## src/rtl/id_regfile_ctrl_pkg.sv

```systemverilog
`default_nettype none
// ============================================================================
//  Module  : id_regfile_ctrl_pkg
//  Brief   : Shared types and constants for the ID-stage regfile controller.
//  Revision: 1.0
// ============================================================================
package id_regfile_ctrl_pkg;

    typedef enum logic [1:0] {
        INIT      = 2'd0,
        RUN       = 2'd1,
        HALT_WAIT = 2'd2,
        HALTED    = 2'd3
    } rf_ctrl_state_t;

    localparam int unsigned X0_ADDR = 0;

endpackage
`default_nettype wire

```

## src/rtl/id_regfile_ctrl_if.sv

```systemverilog
`default_nettype none
// ============================================================================
//  Module  : id_regfile_ctrl_if
//  Brief   : WB / debug / regfile signal bundle around the regfile controller.
//  Revision: 1.0
// ============================================================================
interface id_regfile_ctrl_if #(
    parameter int DATA_WIDTH = 32,
    parameter int ADDR_WIDTH = 5
);
    logic                  WB_wr_en;
    logic [ADDR_WIDTH-1:0] WB_rd_address;
    logic [DATA_WIDTH-1:0] WB_rd_data;
    logic [ADDR_WIDTH-1:0] ID_rs1_address;
    logic [DATA_WIDTH-1:0] Rf_rs1_data;
    logic                  Pipe_empty;
    logic                  Dbg_halt_req;
    logic                  Dbg_req_valid;
    logic                  Dbg_req_write;
    logic [ADDR_WIDTH-1:0] Dbg_req_address;
    logic [DATA_WIDTH-1:0] Dbg_req_wdata;
    logic                  Dbg_req_ready;
    logic                  Dbg_rsp_valid;
    logic [DATA_WIDTH-1:0] Dbg_rsp_rdata;
    logic                  Rf_wr_en;
    logic [ADDR_WIDTH-1:0] Rf_rd_address;
    logic [DATA_WIDTH-1:0] Rf_wr_data;
    logic [ADDR_WIDTH-1:0] Rf_rs1_address;
    logic                  Stall_req;
    logic                  Halted;
    logic                  Init_done;

    // Environment side: pipeline, debug unit and regfile together
    modport master (
        output WB_wr_en, WB_rd_address, WB_rd_data, ID_rs1_address, Rf_rs1_data,
               Pipe_empty, Dbg_halt_req, Dbg_req_valid, Dbg_req_write,
               Dbg_req_address, Dbg_req_wdata,
        input  Dbg_req_ready, Dbg_rsp_valid, Dbg_rsp_rdata, Rf_wr_en, Rf_rd_address,
               Rf_wr_data, Rf_rs1_address, Stall_req, Halted, Init_done
    );

    modport slave (
        input  WB_wr_en, WB_rd_address, WB_rd_data, ID_rs1_address, Rf_rs1_data,
               Pipe_empty, Dbg_halt_req, Dbg_req_valid, Dbg_req_write,
               Dbg_req_address, Dbg_req_wdata,
        output Dbg_req_ready, Dbg_rsp_valid, Dbg_rsp_rdata, Rf_wr_en, Rf_rd_address,
               Rf_wr_data, Rf_rs1_address, Stall_req, Halted, Init_done
    );
endinterface
`default_nettype wire

```

## src/rtl/id_regfile_ctrl.sv

```systemverilog
`default_nettype none
// ============================================================================
//  Module  : id_regfile_ctrl
//  Brief   : Regfile clear sequencer, write-port arbiter and debug halt access.
//  Revision: 1.0
// ============================================================================
module id_regfile_ctrl
    import id_regfile_ctrl_pkg::*;
#(
    parameter int REG_DATA_WIDTH     = 32,
    parameter int REGFILE_ADDR_WIDTH = 5,
    parameter int REGFILE_DEPTH      = 32
) (
    input  wire              Clk_100MHz,
    input  wire              Reset,
    id_regfile_ctrl_if.slave bus
);
    localparam int CW = $clog2(REGFILE_DEPTH) + 1;
    localparam logic [CW-1:0]                 c_LAST_CLR = CW'(REGFILE_DEPTH - 1);
    localparam logic [REGFILE_ADDR_WIDTH-1:0] c_X0       = REGFILE_ADDR_WIDTH'(X0_ADDR);

    rf_ctrl_state_t              state_q;
    logic [CW-1:0]               clr_cnt_q;
    logic                        stall_q;
    logic                        halted_q;
    logic                        init_done_q;
    logic                        rsp_valid_q;
    logic [REG_DATA_WIDTH-1:0]   rsp_rdata_q;

    logic                          w_ready;
    logic                          w_accept;
    logic                          w_wr_en;
    logic [REGFILE_ADDR_WIDTH-1:0] w_wr_addr;
    logic [REG_DATA_WIDTH-1:0]     w_wr_data;
    logic [REGFILE_ADDR_WIDTH-1:0] w_rs1_addr;

    // WB owns the port whenever it writes, so debug only gets in on idle WB cycles
    assign w_ready  = (state_q == HALTED) && !bus.WB_wr_en;
    assign w_accept = bus.Dbg_req_valid && w_ready;

    always_comb begin
        w_wr_en    = 1'b0;
        w_wr_addr  = bus.WB_rd_address;
        w_wr_data  = bus.WB_rd_data;
        w_rs1_addr = bus.ID_rs1_address;
        case (state_q)
            INIT: begin
                w_wr_en    = 1'b1;
                w_wr_addr  = clr_cnt_q[REGFILE_ADDR_WIDTH-1:0];
                w_wr_data  = '0;
                w_rs1_addr = '0;
            end
            RUN, HALT_WAIT: begin
                w_wr_en = bus.WB_wr_en;
            end
            HALTED: begin
                if (bus.WB_wr_en) begin
                    w_wr_en = 1'b1;
                end else if (w_accept && bus.Dbg_req_write) begin
                    w_wr_en   = 1'b1;
                    w_wr_addr = bus.Dbg_req_address;
                    w_wr_data = bus.Dbg_req_wdata;
                end
                if (w_accept && !bus.Dbg_req_write) begin
                    w_rs1_addr = bus.Dbg_req_address;
                end
            end
            default: w_wr_en = 1'b0;
        endcase
        if (state_q != INIT && w_wr_addr == c_X0) begin
            w_wr_en = 1'b0;
        end
    end

    always_ff @(posedge Clk_100MHz or posedge Reset) begin
        if (Reset) begin
            state_q     <= INIT;
            clr_cnt_q   <= '0;
            stall_q     <= 1'b1;
            halted_q    <= 1'b0;
            init_done_q <= 1'b0;
            rsp_valid_q <= 1'b0;
            rsp_rdata_q <= '0;
        end else begin
            rsp_valid_q <= w_accept;
            if (w_accept) begin
                rsp_rdata_q <= (!bus.Dbg_req_write && bus.Dbg_req_address != c_X0)
                             ? bus.Rf_rs1_data : '0;
            end
            case (state_q)
                INIT: begin
                    clr_cnt_q <= clr_cnt_q + 1'b1;
                    if (clr_cnt_q == c_LAST_CLR) begin
                        state_q     <= RUN;
                        stall_q     <= 1'b0;
                        init_done_q <= 1'b1;
                    end
                end
                RUN: begin
                    if (bus.Dbg_halt_req) begin
                        state_q <= HALT_WAIT;
                        stall_q <= 1'b1;
                    end
                end
                HALT_WAIT: begin
                    if (!bus.Dbg_halt_req) begin
                        state_q <= RUN;
                        stall_q <= 1'b0;
                    end else if (bus.Pipe_empty) begin
                        state_q  <= HALTED;
                        halted_q <= 1'b1;
                    end
                end
                HALTED: begin
                    if (!bus.Dbg_halt_req) begin
                        state_q  <= RUN;
                        stall_q  <= 1'b0;
                        halted_q <= 1'b0;
                    end
                end
                default: state_q <= INIT;
            endcase
        end
    end

    assign bus.Dbg_req_ready  = w_ready;
    assign bus.Dbg_rsp_valid  = rsp_valid_q;
    assign bus.Dbg_rsp_rdata  = rsp_rdata_q;
    assign bus.Rf_wr_en       = w_wr_en && !Reset;
    assign bus.Rf_rd_address  = w_wr_addr;
    assign bus.Rf_wr_data     = w_wr_data;
    assign bus.Rf_rs1_address = w_rs1_addr;
    assign bus.Stall_req      = stall_q;
    assign bus.Halted         = halted_q;
    assign bus.Init_done      = init_done_q;

endmodule
`default_nettype wire

```

## src/flat_wrapper.sv

```systemverilog
// flat-port wrapper written by rule: the top's interface ports become plain ports
module id_regfile_ctrl_flat import id_regfile_ctrl_pkg::*;
#(
    parameter int REG_DATA_WIDTH     = 32,
    parameter int REGFILE_ADDR_WIDTH = 5,
    parameter int REGFILE_DEPTH      = 32
)
  (Clk_100MHz, Reset, bus_WB_wr_en, bus_WB_rd_address, bus_WB_rd_data, bus_ID_rs1_address, bus_Rf_rs1_data, bus_Pipe_empty, bus_Dbg_halt_req, bus_Dbg_req_valid, bus_Dbg_req_write, bus_Dbg_req_address, bus_Dbg_req_wdata, bus_Dbg_req_ready, bus_Dbg_rsp_valid, bus_Dbg_rsp_rdata, bus_Rf_wr_en, bus_Rf_rd_address, bus_Rf_wr_data, bus_Rf_rs1_address, bus_Stall_req, bus_Halted, bus_Init_done);
  id_regfile_ctrl_if #(.DATA_WIDTH(32), .ADDR_WIDTH(5)) bus_i ();
  input  wire Clk_100MHz;
  input  wire Reset;
  input wire logic [$bits(bus_i.WB_wr_en)-1:0] bus_WB_wr_en;
  input wire logic [$bits(bus_i.WB_rd_address)-1:0] bus_WB_rd_address;
  input wire logic [$bits(bus_i.WB_rd_data)-1:0] bus_WB_rd_data;
  input wire logic [$bits(bus_i.ID_rs1_address)-1:0] bus_ID_rs1_address;
  input wire logic [$bits(bus_i.Rf_rs1_data)-1:0] bus_Rf_rs1_data;
  input wire logic [$bits(bus_i.Pipe_empty)-1:0] bus_Pipe_empty;
  input wire logic [$bits(bus_i.Dbg_halt_req)-1:0] bus_Dbg_halt_req;
  input wire logic [$bits(bus_i.Dbg_req_valid)-1:0] bus_Dbg_req_valid;
  input wire logic [$bits(bus_i.Dbg_req_write)-1:0] bus_Dbg_req_write;
  input wire logic [$bits(bus_i.Dbg_req_address)-1:0] bus_Dbg_req_address;
  input wire logic [$bits(bus_i.Dbg_req_wdata)-1:0] bus_Dbg_req_wdata;
  output wire logic [$bits(bus_i.Dbg_req_ready)-1:0] bus_Dbg_req_ready;
  output wire logic [$bits(bus_i.Dbg_rsp_valid)-1:0] bus_Dbg_rsp_valid;
  output wire logic [$bits(bus_i.Dbg_rsp_rdata)-1:0] bus_Dbg_rsp_rdata;
  output wire logic [$bits(bus_i.Rf_wr_en)-1:0] bus_Rf_wr_en;
  output wire logic [$bits(bus_i.Rf_rd_address)-1:0] bus_Rf_rd_address;
  output wire logic [$bits(bus_i.Rf_wr_data)-1:0] bus_Rf_wr_data;
  output wire logic [$bits(bus_i.Rf_rs1_address)-1:0] bus_Rf_rs1_address;
  output wire logic [$bits(bus_i.Stall_req)-1:0] bus_Stall_req;
  output wire logic [$bits(bus_i.Halted)-1:0] bus_Halted;
  output wire logic [$bits(bus_i.Init_done)-1:0] bus_Init_done;
  assign bus_i.WB_wr_en = bus_WB_wr_en;
  assign bus_i.WB_rd_address = bus_WB_rd_address;
  assign bus_i.WB_rd_data = bus_WB_rd_data;
  assign bus_i.ID_rs1_address = bus_ID_rs1_address;
  assign bus_i.Rf_rs1_data = bus_Rf_rs1_data;
  assign bus_i.Pipe_empty = bus_Pipe_empty;
  assign bus_i.Dbg_halt_req = bus_Dbg_halt_req;
  assign bus_i.Dbg_req_valid = bus_Dbg_req_valid;
  assign bus_i.Dbg_req_write = bus_Dbg_req_write;
  assign bus_i.Dbg_req_address = bus_Dbg_req_address;
  assign bus_i.Dbg_req_wdata = bus_Dbg_req_wdata;
  assign bus_Dbg_req_ready = bus_i.Dbg_req_ready;
  assign bus_Dbg_rsp_valid = bus_i.Dbg_rsp_valid;
  assign bus_Dbg_rsp_rdata = bus_i.Dbg_rsp_rdata;
  assign bus_Rf_wr_en = bus_i.Rf_wr_en;
  assign bus_Rf_rd_address = bus_i.Rf_rd_address;
  assign bus_Rf_wr_data = bus_i.Rf_wr_data;
  assign bus_Rf_rs1_address = bus_i.Rf_rs1_address;
  assign bus_Stall_req = bus_i.Stall_req;
  assign bus_Halted = bus_i.Halted;
  assign bus_Init_done = bus_i.Init_done;
  id_regfile_ctrl #(.REG_DATA_WIDTH(REG_DATA_WIDTH), .REGFILE_ADDR_WIDTH(REGFILE_ADDR_WIDTH), .REGFILE_DEPTH(REGFILE_DEPTH)) u_core (.Clk_100MHz(Clk_100MHz), .Reset(Reset), .bus(bus_i));
endmodule
```

## config.mk

```make
export PLATFORM = sky130hd
export DESIGN_NAME = id_regfile_ctrl_flat
export DESIGN_NICKNAME = d
export VERILOG_FILES = /design/src/rtl/id_regfile_ctrl_pkg.sv /design/src/rtl/id_regfile_ctrl_if.sv /design/src/rtl/id_regfile_ctrl.sv /design/src/flat_wrapper.sv
export SDC_FILE = /design/constraint.sdc
export NUM_CORES = 1
export LEC_CHECK = 0
export CORE_UTILIZATION = 33
export CTS_CLUSTER_SIZE = 30
export DETAILED_ROUTE_END_ITERATION = 8
export GPL_TIMING_DRIVEN = 0
export PLACE_DENSITY = 0.84
export SKIP_CTS_REPAIR_TIMING = 1
export SLEW_MARGIN = 30
export SYNTH_ARGS = -nofsm -noshare
export SYNTH_HDL_FRONTEND = slang
export SYNTH_SLANG_ARGS = --single-unit
```

## constraint.sdc

```tcl
create_clock -name Clk_100MHz -period 2.6 [get_ports Clk_100MHz]
set_input_delay 0.78 -clock Clk_100MHz [delete_from_list [all_inputs] [get_ports Clk_100MHz]]
set_output_delay 0.78 -clock Clk_100MHz [all_outputs]
set_load 0.02 [all_outputs]
```

### After elaboration in Yosys (flattened, before gate mapping)

Cells that the tools add are included.

* add/sub/neg operators: 1
* $mul: 0
* div/mod/pow operators: 0
* magnitude comparators: 0
* equal/unequal tests: 11
* shifts and indexed selects: 0
* mux-type cells: 26
* bitwise operators: 0
* reduce and logical (&&, ||, !) cells: 21

Operators with widths (number)
* $mux W32: 3
* $pmux W32 S2: 1
* $pmux W5 S2: 2
* $mux W5: 3
* $mux W2: 5
* $ne A2 B2 Y1 const B: 5
* $mux W1: 8
* $pmux W2 S4: 1
* $reduce_and A4 Y1: 2
* $logic_and A1 B1 Y1: 7
* $add A6 B1 Y6 const B: 1
* $eq A6 B5 Y1 const B: 1
* $pmux W1 S3: 2
* $logic_not A5 Y1: 1
* $reduce_bool A5 Y1: 1
* $eq A2 B2 Y1 const B: 2
* $reduce_bool A2 Y1: 2
* $reduce_or A2 Y1: 2
* $logic_not A1 Y1: 3
* $ne A3 B3 Y1 const B: 1
* $reduce_and A3 Y1: 1
* $eq A2 B1 Y1 const B: 1
* $logic_not A2 Y1: 1
* $ne A2 B1 Y1 const B: 1
* 2 further kinds: 2

* register bits: 44
* bits in latches: 0
* bits in writable memories: 0
* ROM bits: 0
* input bits: 118
* output and inout bits: 80
* word-level logic and storage cells: 66
* memories: 0

### Depth between registers and ports, before layout

Gate-level depths: netlist of run 1.

* word-level depth: 11
* mapped depth: 8
* depth with buffers taken out: 6

### Worst setup path after synthesis of run 1

Ideal clock, no wire load.

* path kind: input to output
* start: in bus_WB_wr_en
* end: out bus_Rf_wr_en
* data arrival time: 1.985 ns
* required time: 1.820 ns
* slack: -0.165 ns
* stages: 6
* buffers on the path: 1
* cells stage by stage: nand3b_1 -> buf_6 -> inv_4 -> a32oi_1 -> o2bb2ai_1 -> o41a_1

* longest elaborated chain between the ends: 11

RTL lines
* start, declared: RTL line flat_wrapper.sv:12 `input wire logic [$bits(bus_i.WB_wr_en)-1:0] bus_WB_wr_en;`
* $logic_not A1 Y1: RTL line id_regfile_ctrl.sv:38 `assign w_ready = (state_q == HALTED) && !bus.WB_wr_en;`
* $logic_and A1 B1 Y1: RTL line id_regfile_ctrl.sv:38
* $logic_and A1 B1 Y1: RTL line id_regfile_ctrl.sv:39 `assign w_accept = bus.Dbg_req_valid && w_ready;`
* via u_core.w_accept: RTL line id_regfile_ctrl.sv:31 `logic w_accept;`
* $logic_and A1 B1 Y1: RTL line id_regfile_ctrl.sv:59 `end else if (w_accept && bus.Dbg_req_write) begin`
* $mux W5: RTL line id_regfile_ctrl.sv:59
* $mux W5: RTL line id_regfile_ctrl.sv:57 `if (bus.WB_wr_en) begin`
* $pmux W5 S2: RTL line id_regfile_ctrl.sv:46 `case (state_q)`
* via bus_Rf_rd_address[2]: RTL line flat_wrapper.sv:27 `output wire logic [$bits(bus_i.Rf_rd_address)-1:0] bus_Rf_rd_address;`
* $logic_not A5 Y1: RTL line id_regfile_ctrl.sv:70 `if (state_q != INIT && w_wr_addr == c_X0) begin`
* $logic_and A1 B1 Y1: RTL line id_regfile_ctrl.sv:70
* $mux W1: RTL line id_regfile_ctrl.sv:70
* $logic_and A1 B1 Y1: RTL line id_regfile_ctrl.sv:129 `assign bus.Rf_wr_en = w_wr_en && !Reset;`
* end, declared: RTL line flat_wrapper.sv:26 `output wire logic [$bits(bus_i.Rf_wr_en)-1:0] bus_Rf_wr_en;`

The timed path passes the listed nets, and every way through them passes these cells.

### Worst setup path after layout of run 1

* start: in bus_WB_rd_address[4]
* end: out bus_Rf_wr_en

* longest elaborated chain between the ends: 7

RTL lines
* start, declared: RTL line flat_wrapper.sv:13 `input wire logic [$bits(bus_i.WB_rd_address)-1:0] bus_WB_rd_address;`
* $mux W5: RTL line id_regfile_ctrl.sv:59
* $mux W5: RTL line id_regfile_ctrl.sv:57
* $pmux W5 S2 *: RTL line id_regfile_ctrl.sv:46
* $logic_not A5 Y1 *: RTL line id_regfile_ctrl.sv:70
* $logic_and A1 B1 Y1 *: RTL line id_regfile_ctrl.sv:70
* $mux W1 *: RTL line id_regfile_ctrl.sv:70
* $logic_and A1 B1 Y1 *: RTL line id_regfile_ctrl.sv:129

Every way passes the cells marked *; elsewhere a longest branch is shown, timed or not.

==> results of run 1 <==
-- metrics by stage --
stage	hold slack (ns)	setup TNS, ns	total power [W]
after floorplan	0.433	-1.69	0.00340
after global placement	0.446	-58.34	0.00507
after detailed placement	0.453	-56.63	0.00514
after CTS	0.463	-57.41	0.00573
after global routing	0.506	-14.93	0.00651
final	0.456	-12.01	0.00618
-- final cells by class --
type                            count  area, µm²
Clock buffer                        6       82.6
Inverter                            7       33.8
Timing Repair Buffer              217       2220
Sequential cell                    44       1100
Tap cell                           99        124
Buffer                             20        179
Fill cell                         467       1750
Multi-Input combinational cell    206       1760
Clock inverter                      2       38.8
-- layer usage --
layer	global-route usage [%]	up-vias	share of wire, %
met4	7.92	0	2.5
met3	8.02	24	10
met5	0	-	0
li1	-	1430	-
met2	43.1	147	51
met1	23.5	1468	36
-- kinds of logic (layout without fill, tap and decap cells) --
group / count (synthesis) / after routing / share of synthesized area (%)
and+or+nand+nor: 100 / 100 / 18.0
AOI/OAI and AO/OA: 86 / 86 / 24.3
xor gates and xnor gates: 5 / 5 / 1.76
muxes: 8 / 8 / 3.27
buffers and inverters: 27 / 252 / 4.87
DFF: 44 / 44 / 44.3
adders and majority gates: 7 / 7 / 3.52
-- cell usage in the layout (no fill, tap or decap), types with 13 or more instances in the layout --
master             n
dfrtp_1           43
a22o_1            32
nand2_2           18
buf_6             44
a21oi_4           21
clkdlybuf4s50_1  146
buf_4             19
nand2_4           13
nand2_1           40
-- state kept, by name (all words and copies together) (netlist names) --
signal                    count
u_core.bus.Dbg_rsp_rdata     32
u_core.bus.Dbg_rsp_valid      1
u_core.bus.Halted             1
u_core.bus.Init_done          1
u_core.bus.Stall_req          1
u_core.clr_cnt_q              6
u_core.state_q                2
-- power breakdown --
group          internal (W)  switching (W)  total [W]
combinational       0.00215        0.00223    0.00438
clock              0.000314       0.000237   0.000551
sequential          0.00101       0.000243    0.00125
total               0.00347        0.00271    0.00618
-- how the worst min path moves through the flow --
stage                                    start                    to  slack, ns  cells past startpoint
after CTS                  u_core.clr_cnt_q[5]   u_core.clr_cnt_q[5]       0.46                      1
after detailed placement   u_core.clr_cnt_q[5]   u_core.clr_cnt_q[5]       0.45                      1
final                      u_core.clr_cnt_q[5]   u_core.clr_cnt_q[5]       0.46                      1
after global routing      u_core.bus.Init_done  u_core.bus.Init_done       0.51                      1
after global placement     u_core.clr_cnt_q[5]   u_core.clr_cnt_q[5]       0.45                      1
after floorplan            u_core.clr_cnt_q[5]   u_core.clr_cnt_q[5]       0.43                      1
==> metrics.cfg, run 1 <==
[worst_setup_path]
startpoint = bus_WB_rd_address[4]
end_kind = primary output
crit_path_max_incr_delay_ns = 0.44
cp.depth = 4
regToRegSetupSlack_ns = 0.68
endpoint = bus_Rf_wr_en
r2r_end = u_core.bus.Dbg_rsp_rdata[26]
r2r-start = u_core.state_q[1]
path_common_cell = o41a_1
cp_cell_sequence = clkdlybuf4s50_1 > o41a_1 > o41a_1 > buf_6
crit_family = compound AO/OA/AOI/OAI gates
start_kind = input pin
crit_fanout = 2
crit_buf_inv = 2
cpMaxStageDelayCell = clkdlybuf4s50_1
reg2reg_depth = 8
cp.arrival_ns = 2.23
crit_type = in2out
cp_data_required_time_ns = 1.82

[run]
maxCapViolCount = 0

[clocking]
cts-buffers-inserted = 5
clock_sinks = 44
cts_tree = built
htree_levels = 2
clk_latency_ns = 0.30
clkSlewWorstSetupHoldPaths_ns = 0.08
root_buffer = clkbuf_8
cts_buffer_depth = 2

[final_layout]
drive_gt1_share_pct = 33.9
nets = 626
antenna_cells = 0
stdcell_count = 601
fin_util_pct = 76.0
fin_area_um2 = 5540
area_growth_pct = 122

[drt]
ant_nets = 0
vias_per_cell = 5.11
num_vias = 3069
drt_iter0_markers = 85
dr.pass1.iters = 4
wl_mm = 10.5
wl_per_cell_um = 17.5
remaining_drc_errors = 0

[yosys]
seq_area_frac_synth_pct = 44.3
syn_nets = 402
async_flop_share_pct = 100
synth_edf_count = 0
synthTopCellsByArea = dfrtp_1 43%, a22o_1 11%, nand2_1 11%
synthTopCellsByCount = 71 x nand2_1, 43 x dfrtp_1, 32 x a21oi_1, 32 x a22o_1, 13 x nor2_1
synthDistinctLibCells = 38
synth_flop_cell = dfrtp_1
syn_avg_cell_area_um2 = 8.99
ys_ff_latch = 44
yosys_warnings = 0
yosysMostFrequentCell = nand2_1
synth_cells = 277
yosys.area.top_type = dfrtp_1
synth_area_um2 = 2490
synth_top_area_share_pct = 43.2

[placement]
pre_cts_ws_ns = -1.56
io_buffers = 196
dp_cells = 573
place_area_um2 = 4870
dp_hpwl_mm = 7.59
place_congestion = 0.811

[die]
dieWidth_um = 88.9
io_pins = 198
core_area_um2 = 7290
die_h_um = 88.9
die-area_um2 = 7900
rows = 31
start_util_pct = 34.1

[timing]
fin_ws_ns = -0.410
rsz0062_at_grt = yes
fmax_mhz = 332
setup_viol = 43
finalCriticalPeriod_ns = 3.01
finalHoldViolations = 0
finalCritPeriodShare_pct = 116
skew_ns = 0.00583
maxSlewViolCount = 0
relSlewSlack_pct = 71.2
worstMarginPinSlew_ns = 0.432

[grt]
grt_pass1_vias = 2839
grt_pass1_wl_mm = 13.6
overflow = 0
grtUsageTotal_pct = 22.9
antenna_found_initial = 0
grt_max_degree = 30

[outcome]
status = finished with violations
violations = negative setup slack

[worst_hold_path]
hold_class = reg2reg

[power_and_ir_drop]
powerDensity_nw_per_um2 = 1120
p_leak_nw = 2.46
peakVddDrop_mv = 0.639

Note: power is estimated with default switching activity, not from simulation.
==> inputs of run 2 (changes only) <==
- CTS_CLUSTER_SIZE: 30 -> default
==> results of run 2 <==
Same layout as run 1: the final DEF is identical, and so are final timing and power.
